--- config.mk ---
export PLATFORM = sky130hd
export DESIGN_NAME = seg7_scan_driver
export DESIGN_NICKNAME = d
export VERILOG_FILES = /design/src/rtl/seg7_scan_driver.sv
export SDC_FILE = /design/constraint.sdc
export NUM_CORES = 1
export LEC_CHECK = 0
export CORE_UTILIZATION = 52
export CTS_BUF_LIST = sky130_fd_sc_hd__clkbuf_2
export DETAILED_ROUTE_END_ITERATION = 8
export PLACE_DENSITY_LB_ADDON = 0.15
export SLEW_MARGIN = 10
export SYNTH_ARGS = -nofsm -noshare
export SYNTH_HDL_FRONTEND = slang
export SYNTH_SLANG_ARGS = --single-unit
--- constraint.sdc ---
create_clock -name clk -period 2.1 [get_ports clk]
set_clock_uncertainty 0.05 [all_clocks]
set_input_delay 0.525 -clock clk [delete_from_list [all_inputs] [get_ports clk]]
set_output_delay 0.525 -clock clk [all_outputs]
set_load 0.05 [all_outputs]
--- src/rtl/seg7_scan_driver.sv ---
// Multi-digit seven-segment scan driver: prescaled digit scan, frame-synchronous commit, LZ blanking, PWM.
// Optional macro SEG7_DEADTIME_EN blanks segen during phase 0 of every slot (anti-ghosting).
module seg7_scan_driver #(
  parameter int DIGITS        = 4,
  parameter int SCAN_DIV_LOG2 = 16,
  parameter int BRIGHT_W      = 4,
  parameter bit ACTIVE_LOW    = 1'b0
) (
  input  logic                  clk,
  input  logic                  rst_n,
  input  logic [4*DIGITS-1:0]   data,
  input  logic [DIGITS-1:0]     dp_in,
  input  logic                  load,
  input  logic                  blank_lz,
  input  logic [BRIGHT_W-1:0]   brightness,
  output logic [6:0]            seg,
  output logic                  dp,
  output logic [DIGITS-1:0]     segen,
  output logic                  frame_tick
);

  localparam int IDX_W = (DIGITS > 1) ? $clog2(DIGITS) : 1;
  localparam logic [IDX_W-1:0] LAST_IDX = IDX_W'(DIGITS - 1);

  logic [SCAN_DIV_LOG2-1:0] r_cnt;
  logic [IDX_W-1:0]         r_idx;
  logic [4*DIGITS-1:0]      r_shadow_data;
  logic [DIGITS-1:0]        r_shadow_dp;
  logic [4*DIGITS-1:0]      r_disp_data;
  logic [DIGITS-1:0]        r_disp_dp;
  logic                     r_pending;
  logic                     r_valid;
  logic [6:0]               r_seg;
  logic                     r_dp;
  logic [DIGITS-1:0]        r_segen;
  logic                     r_frame_tick;

  logic                w_slot_tick;
  logic                w_frame_wrap;
  logic [BRIGHT_W-1:0] w_phase;
  logic                w_pwm_on;
  logic [3:0]          w_digit;
  logic [DIGITS:0]     w_hi_zero;
  logic [DIGITS-1:0]   w_blank_mask;
  logic                w_blank;
  logic [DIGITS-1:0]   w_onehot;
  logic [6:0]          w_seg_act;
  logic                w_dp_act;
  logic [DIGITS-1:0]   w_segen_act;

  function automatic logic [6:0] f_decode(input logic [3:0] nib);
    logic [6:0] s;
    case (nib)
      4'h0: s = 7'b1111110;
      4'h1: s = 7'b0110000;
      4'h2: s = 7'b1101101;
      4'h3: s = 7'b1111001;
      4'h4: s = 7'b0110011;
      4'h5: s = 7'b1011011;
      4'h6: s = 7'b1011111;
      4'h7: s = 7'b1110000;
      4'h8: s = 7'b1111111;
      4'h9: s = 7'b1111011;
      4'hA: s = 7'b1110111;
      4'hB: s = 7'b0011111;
      4'hC: s = 7'b1001110;
      4'hD: s = 7'b0111101;
      4'hE: s = 7'b1001111;
      default: s = 7'b1000111;
    endcase
    return s;
  endfunction

  assign w_slot_tick  = &r_cnt;
  assign w_frame_wrap = w_slot_tick && (r_idx == LAST_IDX);
  assign w_phase      = r_cnt[SCAN_DIV_LOG2-1 -: BRIGHT_W];

`ifdef SEG7_DEADTIME_EN
  assign w_pwm_on = (w_phase != '0) && (w_phase <= brightness);
`else
  assign w_pwm_on = (w_phase <= brightness);
`endif

  // w_hi_zero[k]: digit k and every digit above it are zero; digit 0 is never blankable.
  assign w_hi_zero[DIGITS] = 1'b1;
  generate
    for (genvar gi = 0; gi < DIGITS; gi++) begin : g_lz
      if (gi == 0) begin : g_lsd
        assign w_hi_zero[0] = 1'b0;
      end else begin : g_upper
        assign w_hi_zero[gi] = w_hi_zero[gi+1] && (r_disp_data[4*gi +: 4] == 4'h0);
      end
    end
  endgenerate

  assign w_blank_mask = w_hi_zero[DIGITS-1:0] & {DIGITS{blank_lz}};
  assign w_blank      = w_blank_mask[r_idx];
  assign w_digit      = r_disp_data[4*r_idx +: 4];
  assign w_onehot     = DIGITS'(1) << r_idx;

  assign w_seg_act   = r_valid ? f_decode(w_digit) : 7'd0;
  assign w_dp_act    = r_valid && r_disp_dp[r_idx] && !w_blank;
  assign w_segen_act = (r_valid && !w_blank && w_pwm_on) ? w_onehot : '0;

  always_ff @(posedge clk or negedge rst_n) begin
    if (!rst_n) begin
      r_cnt         <= '0;
      r_idx         <= '0;
      r_shadow_data <= '0;
      r_shadow_dp   <= '0;
      r_disp_data   <= '0;
      r_disp_dp     <= '0;
      r_pending     <= 1'b0;
      r_valid       <= 1'b0;
      r_seg         <= {7{ACTIVE_LOW}};
      r_dp          <= ACTIVE_LOW;
      r_segen       <= {DIGITS{ACTIVE_LOW}};
      r_frame_tick  <= 1'b0;
    end else begin
      r_cnt <= r_cnt + 1'b1;
      if (w_frame_wrap) begin
        r_idx <= '0;
      end else if (w_slot_tick) begin
        r_idx <= r_idx + 1'b1;
      end

      // A load on the boundary cycle sets pending again, so it waits for the next boundary.
      if (load) begin
        r_shadow_data <= data;
        r_shadow_dp   <= dp_in;
        r_pending     <= 1'b1;
      end else if (w_frame_wrap) begin
        r_pending <= 1'b0;
      end

      if (w_frame_wrap && r_pending) begin
        r_disp_data <= r_shadow_data;
        r_disp_dp   <= r_shadow_dp;
        r_valid     <= 1'b1;
      end

      r_seg        <= w_seg_act ^ {7{ACTIVE_LOW}};
      r_dp         <= w_dp_act ^ ACTIVE_LOW;
      r_segen      <= w_segen_act ^ {DIGITS{ACTIVE_LOW}};
      r_frame_tick <= w_frame_wrap;
    end
  end

  assign seg        = r_seg;
  assign dp         = r_dp;
  assign segen      = r_segen;
  assign frame_tick = r_frame_tick;

endmodule

Yosys cells after proc, flatten, opt, wreduce, memory -nomap -nowiden

Memory sizes are Yosys's and may differ from the RTL's.
Index checks and enable logic that the tools add are counted.
Widths: inputs -> output; s select.

Memories kept: 1
Output and inout bits: 13
Bits of input ports: 28
Bits in registers: 73
Memory bits (read-only): 112
Logic and storage cells: 46

Muxes and demuxes: 10
Reductions and logical operators: 15
Bitwise gates (word level): 1
Equal/unequal tests: 1
$add $sub $neg: 2
Order comparisons: 2
Shift-type cells: 2

Memory list:

| memory           | depth | bits a word | read ports | clocked after memory_dff | write ports | RTL line | RTL |
|---|---|---|---|---|---|---|---|
| (name not given) | 16    | 7           | 1          | 0                        | 0           | 53       | `case (nib)` |

Operators by type and width:

| cell                  | count |
|---|---|
| $add 16x1->16 const B | 1 |
| $reduce_and 16->1     | 1 |
| $shiftx 16x5->4       | 1 |
| $logic_not 4->1       | 3 |
| $logic_and 1x1->1     | 8 |
| $mux 7                | 1 |
| $and 4x4->4           | 1 |
| $bmux 1 s2            | 2 |
| $le 4x4->1            | 1 |
| $mux 1                | 4 |
| $mux 2                | 2 |
| $mux 4                | 1 |
| $reduce_bool 2->1     | 2 |
| $shl 1x2->4 const A   | 1 |
| $lt 2x3->1 const B    | 1 |
| $add 2x1->2 const B   | 1 |
| $eq 2x2->1 const B    | 1 |
| $logic_not 1->1       | 1 |

Depth between registers and ports, before layout

Gate-level depths: netlist of run 1.

Depth in word-level cells: 10
Depth in mapped cells: 7
Depth with buffers taken out: 6

Worst setup path before layout of run 1

Ideal clock, no wire load.

Path kind: register -> register
Start point: register r_idx[0]
End point: register r_seg[3] (netlist: seg[3])
Stages on the path, launching flop included: 7
Period minus slack after synthesis: 1.998 ns
Library setup time: 0.136 ns
Data required time: 1.914 ns
Setup slack: 0.102 ns
Arrival: 1.812 ns
Buffers on the path: 1
Cells stage by stage: dfrtp_1 > buf_6 > mux4_1 > inv_1 > ha_1 > o2111ai_1 > o31ai_1

Longest elaborated chain between the ends: 3

Ends and longest elaborated chain:

| what                     | RTL line | RTL |
|---|---|---|
| start: declaration       | 26       | `logic [IDX_W-1:0] r_idx;` |
| start signal: assignment | 124      | `r_idx <= r_idx + 1'b1;` |
| $shiftx 16x5->4          | 98       | `assign w_digit = r_disp_data[4*r_idx +: 4];` |
| $mem_v2 16x7             | n/a      |  |
| $mux 7                   | 101      | `assign w_seg_act = r_valid ? f_decode(w_digit) : 7'd0;` |
| via w_seg_act[3]         | 47       | `logic [6:0] w_seg_act;` |
| end signal: assignment   | 115      | `r_seg <= {7{ACTIVE_LOW}};` |
| end signal: assignment   | 142      | `r_seg <= w_seg_act ^ {7{ACTIVE_LOW}};` |
| end: declaration         | 33       | `logic [6:0] r_seg;` |

The timed path passes the listed nets, and every way through them passes these cells.
A chain may end at the register's enable or synchronous reset.

Worst setup path in the final report of run 1

Start point: register r_idx[0]
End point: register r_seg[1] (netlist: seg[1])

Same word-level chain as after synthesis.

==> metrics.yaml, run 1 <==
status:
  status: "finished clean"
setup_path:
  worstPathArrival_ns: 2.30
  start_kind: "flip-flop"
  path_class: "flip-flop to flip-flop"
  worstSetupEndpointType: "flip-flop"
  crit_required_ns: 2.41
  critPathMaxFanout: 17
synthesis:
  yosys.area.top_type: "dfrtp_1"
  synth-simple-area-share_pct: 9.35
  synthesis.instances: 244
  synthArstFlopShare_pct: 100
  synth_top_family_by_area: "multiplexers"
  yosysMostFrequentCell: "dfrtp_1"
  synth.area.mux_share_pct: 20.0
  synth-main-ff-cell: "dfrtp_1"
  synth_cell_types: 40
  synth_top_area_share_pct: 54.0
  synth.area.top_cells: "dfrtp_1 54%, mux2_2 8.3%, mux2_4 7.5%"
  syn_area_um2: 3380
  syn_nets: 287
  synth_warnings: 0
  synth_adder_area_share_pct: 5.55
  synth_compound_area_share_pct: 3.77
  yosysSeqAreaShare_pct: 54.0
  avgSynthCellArea_um2: 13.9
  ys_seq_elements: 73
  synth_xor_xnor_area_share_pct: 3.62
  synth_edf_count: 0
  synth_common_cells: "73 x dfrtp_1, 25 x mux2_2, 17 x mux2_4, 15 x ha_1, 14 x inv_1"
finish:
  fin_util_pct: 62.9
  drive_above_1_share_pct: 24.6
  syn_to_final_growth_pct: 17.4
  nets: 336
  n_antenna_cell: 0
sta:
  drv_slew: 0
  rsz0062_at_grt: "no"
  setup_violations: 0
  hold_violations: 0
  fin_hold_ws_ns: 0.436
  fmax_ghz: 0.504
  finalCritPeriodShare_pct: 94.4
  fin_crit_ns: 1.98
  tns_ns: 0
  relSlewSlack_pct: 67.6
  setup_ws_ns: 0.118
  tightestPinTransition_ns: 0.488
routing:
  ant_nets: 0
  viasPerCell: 5.38
  routedWlPerCell_um: 14.9
  drt_iter0_drc: 103
  drc: 0
  drt_pass1_iterations: 4
  num_vias: 2013
  totalWireLength_um: 5590
power:
  p_per_area_nw_per_um2: 588
  peakVddDrop_mv: 0.383
  leakage_nw: 1.93
floorplanning:
  start_util_pct: 53.6
  rows: 29
  coreArea_um2: 6310
  die_h_um: 82.7
  die_w_um: 82.7
  pin_count: 41
  die_area_um2: 6840
cts:
  cts_max_level: 3
  path_clk_slew_ns: 0.18
  root_buffer: "clkbuf_2"
  clock_path_buffers: 2
  postCtsSetupBuffers: 0
  cts_tree: "built"
  insertion_delay_ns: 0.49
  cts_buffers: 9
  cts.sinks: 73
placed_design:
  pre_cts_ws_ns: -0.0604
  dp_hpwl_um: 3770
  port_buffers: 40
  place_congestion: 0.758
grt:
  grt_usage_pct: 19.5
  antenna_found_initial: 0
  grt_pass1_wl_um: 9510
  grt_pass1_vias: 1939
  overflow: 0
  grt_max_degree: 74
worst_hold_path:
  holdCritPathClass: "flip-flop to flip-flop"
job:
  drv_cap: 0
## cell families after synthesis
| group | Yosys count |
|---|---|
| xor gates and xnor gates | 14 |
| DFF | 73 |
| adders and majority gates | 15 |
| buffers and inverters | 23 |
| AOI/OAI and AO/OA | 19 |
| and+or+nand+nor | 51 |
| muxes | 49 |
## state kept, by name, indices dropped and copies added (netlist names)
register       cells
frame_tick         1
r_idx              2
seg                7
r_valid            1
r_disp_dp          4
dp                 1
r_cnt             16
r_pending          1
r_shadow_data     16
r_disp_data       16
r_shadow_dp        4
segen              4
## power by group
| group | internal [mW] | total [mW] | switching [mW] |
|---|---|---|---|
| clock | 0.263 | 0.726 | 0.463 |
| combinational | 0.0900 | 0.145 | 0.0546 |
| sequential | 1.45 | 1.47 | 0.0200 |
## layer usage
metal | vias to the layer above | global-route usage [%] | wire length, um
li1 | 968 | - | -
met1 | 992 | 27.9 | 2750
met2 | 48 | 27.6 | 2550
met3 | 5 | 6.26 | 234
met4 | 0 | 7.24 | 55
met5 | - | 0 | 0
## worst paths after layout
kind | startpoint | to | slack [ns] | cells past startpoint
max | r_idx[0] | seg[1] | 0.12 | 5
min | r_cnt[0] | r_cnt[0] | 0.44 | 1
max reg2reg | r_idx[0] | seg[1] | 0.12 | 5
min reg2reg | r_cnt[0] | r_cnt[0] | 0.44 | 1
max in group asynchronous | rst_n | r_disp_data[9] | 1.18 | 3
min in group asynchronous | rst_n | r_disp_data[5] | 0.52 | 3
## worst max-delay path: stages, from the launching register on
cell      delay [ns]
dfrtp_1         0.48
buf_4           0.17
mux4_2          0.67
or2_0           0.26
a21oi_1         0.16
a311oi_1        0.07
## final cells by class
type | count | area [um^2]
clock buffers | 10 | 50.0
inverters | 14 | 52.6
well taps | 77 | 96.3
flip-flops and latches | 73 | 1830
multi-input cells | 148 | 1430
fillers | 529 | 2340
repair buffers | 47 | 472
clock inverters | 5 | 47.5
## stage by stage
stage          total power, mW  instances  cell area [um^2]
2_1_floorplan             1.54        244              3380
3_3_place_gp              1.63        358              3880
3_5_place_dp              1.64        358              3880
4_1_cts                   2.36        374              3980
5_1_grt                   2.45        374              3970
6_report                  2.34        374              3970
## what timing repair did
action | 4_1_cts | 5_1_grt
endpoints found under the hold margin | 73 | 0
setup endpoints to repair | 13 | 5
gates cloned | 0 | 0
hold buffers | 1 | 0
gates resized for setup | 13 | 1
## layout by cell type (no fill, tap or decap), drive strengths merged, types with 9 or more instances in the layout
cell,n
dfrtp,73
mux2,42
clkdlybuf4s50,26
ha,15
inv,14
dlygate4sd2,13
nand3,10
clkbuf,10
nand2,9
xnor2,9
Note: power is estimated with default switching activity, not from simulation.
==> inputs of run 2 (changes only) <==
Settings changed: CAP_MARGIN set to 20.
==> results of run 2 <==
Same layout as run 1: the final DEF is identical, and so are final timing and power.
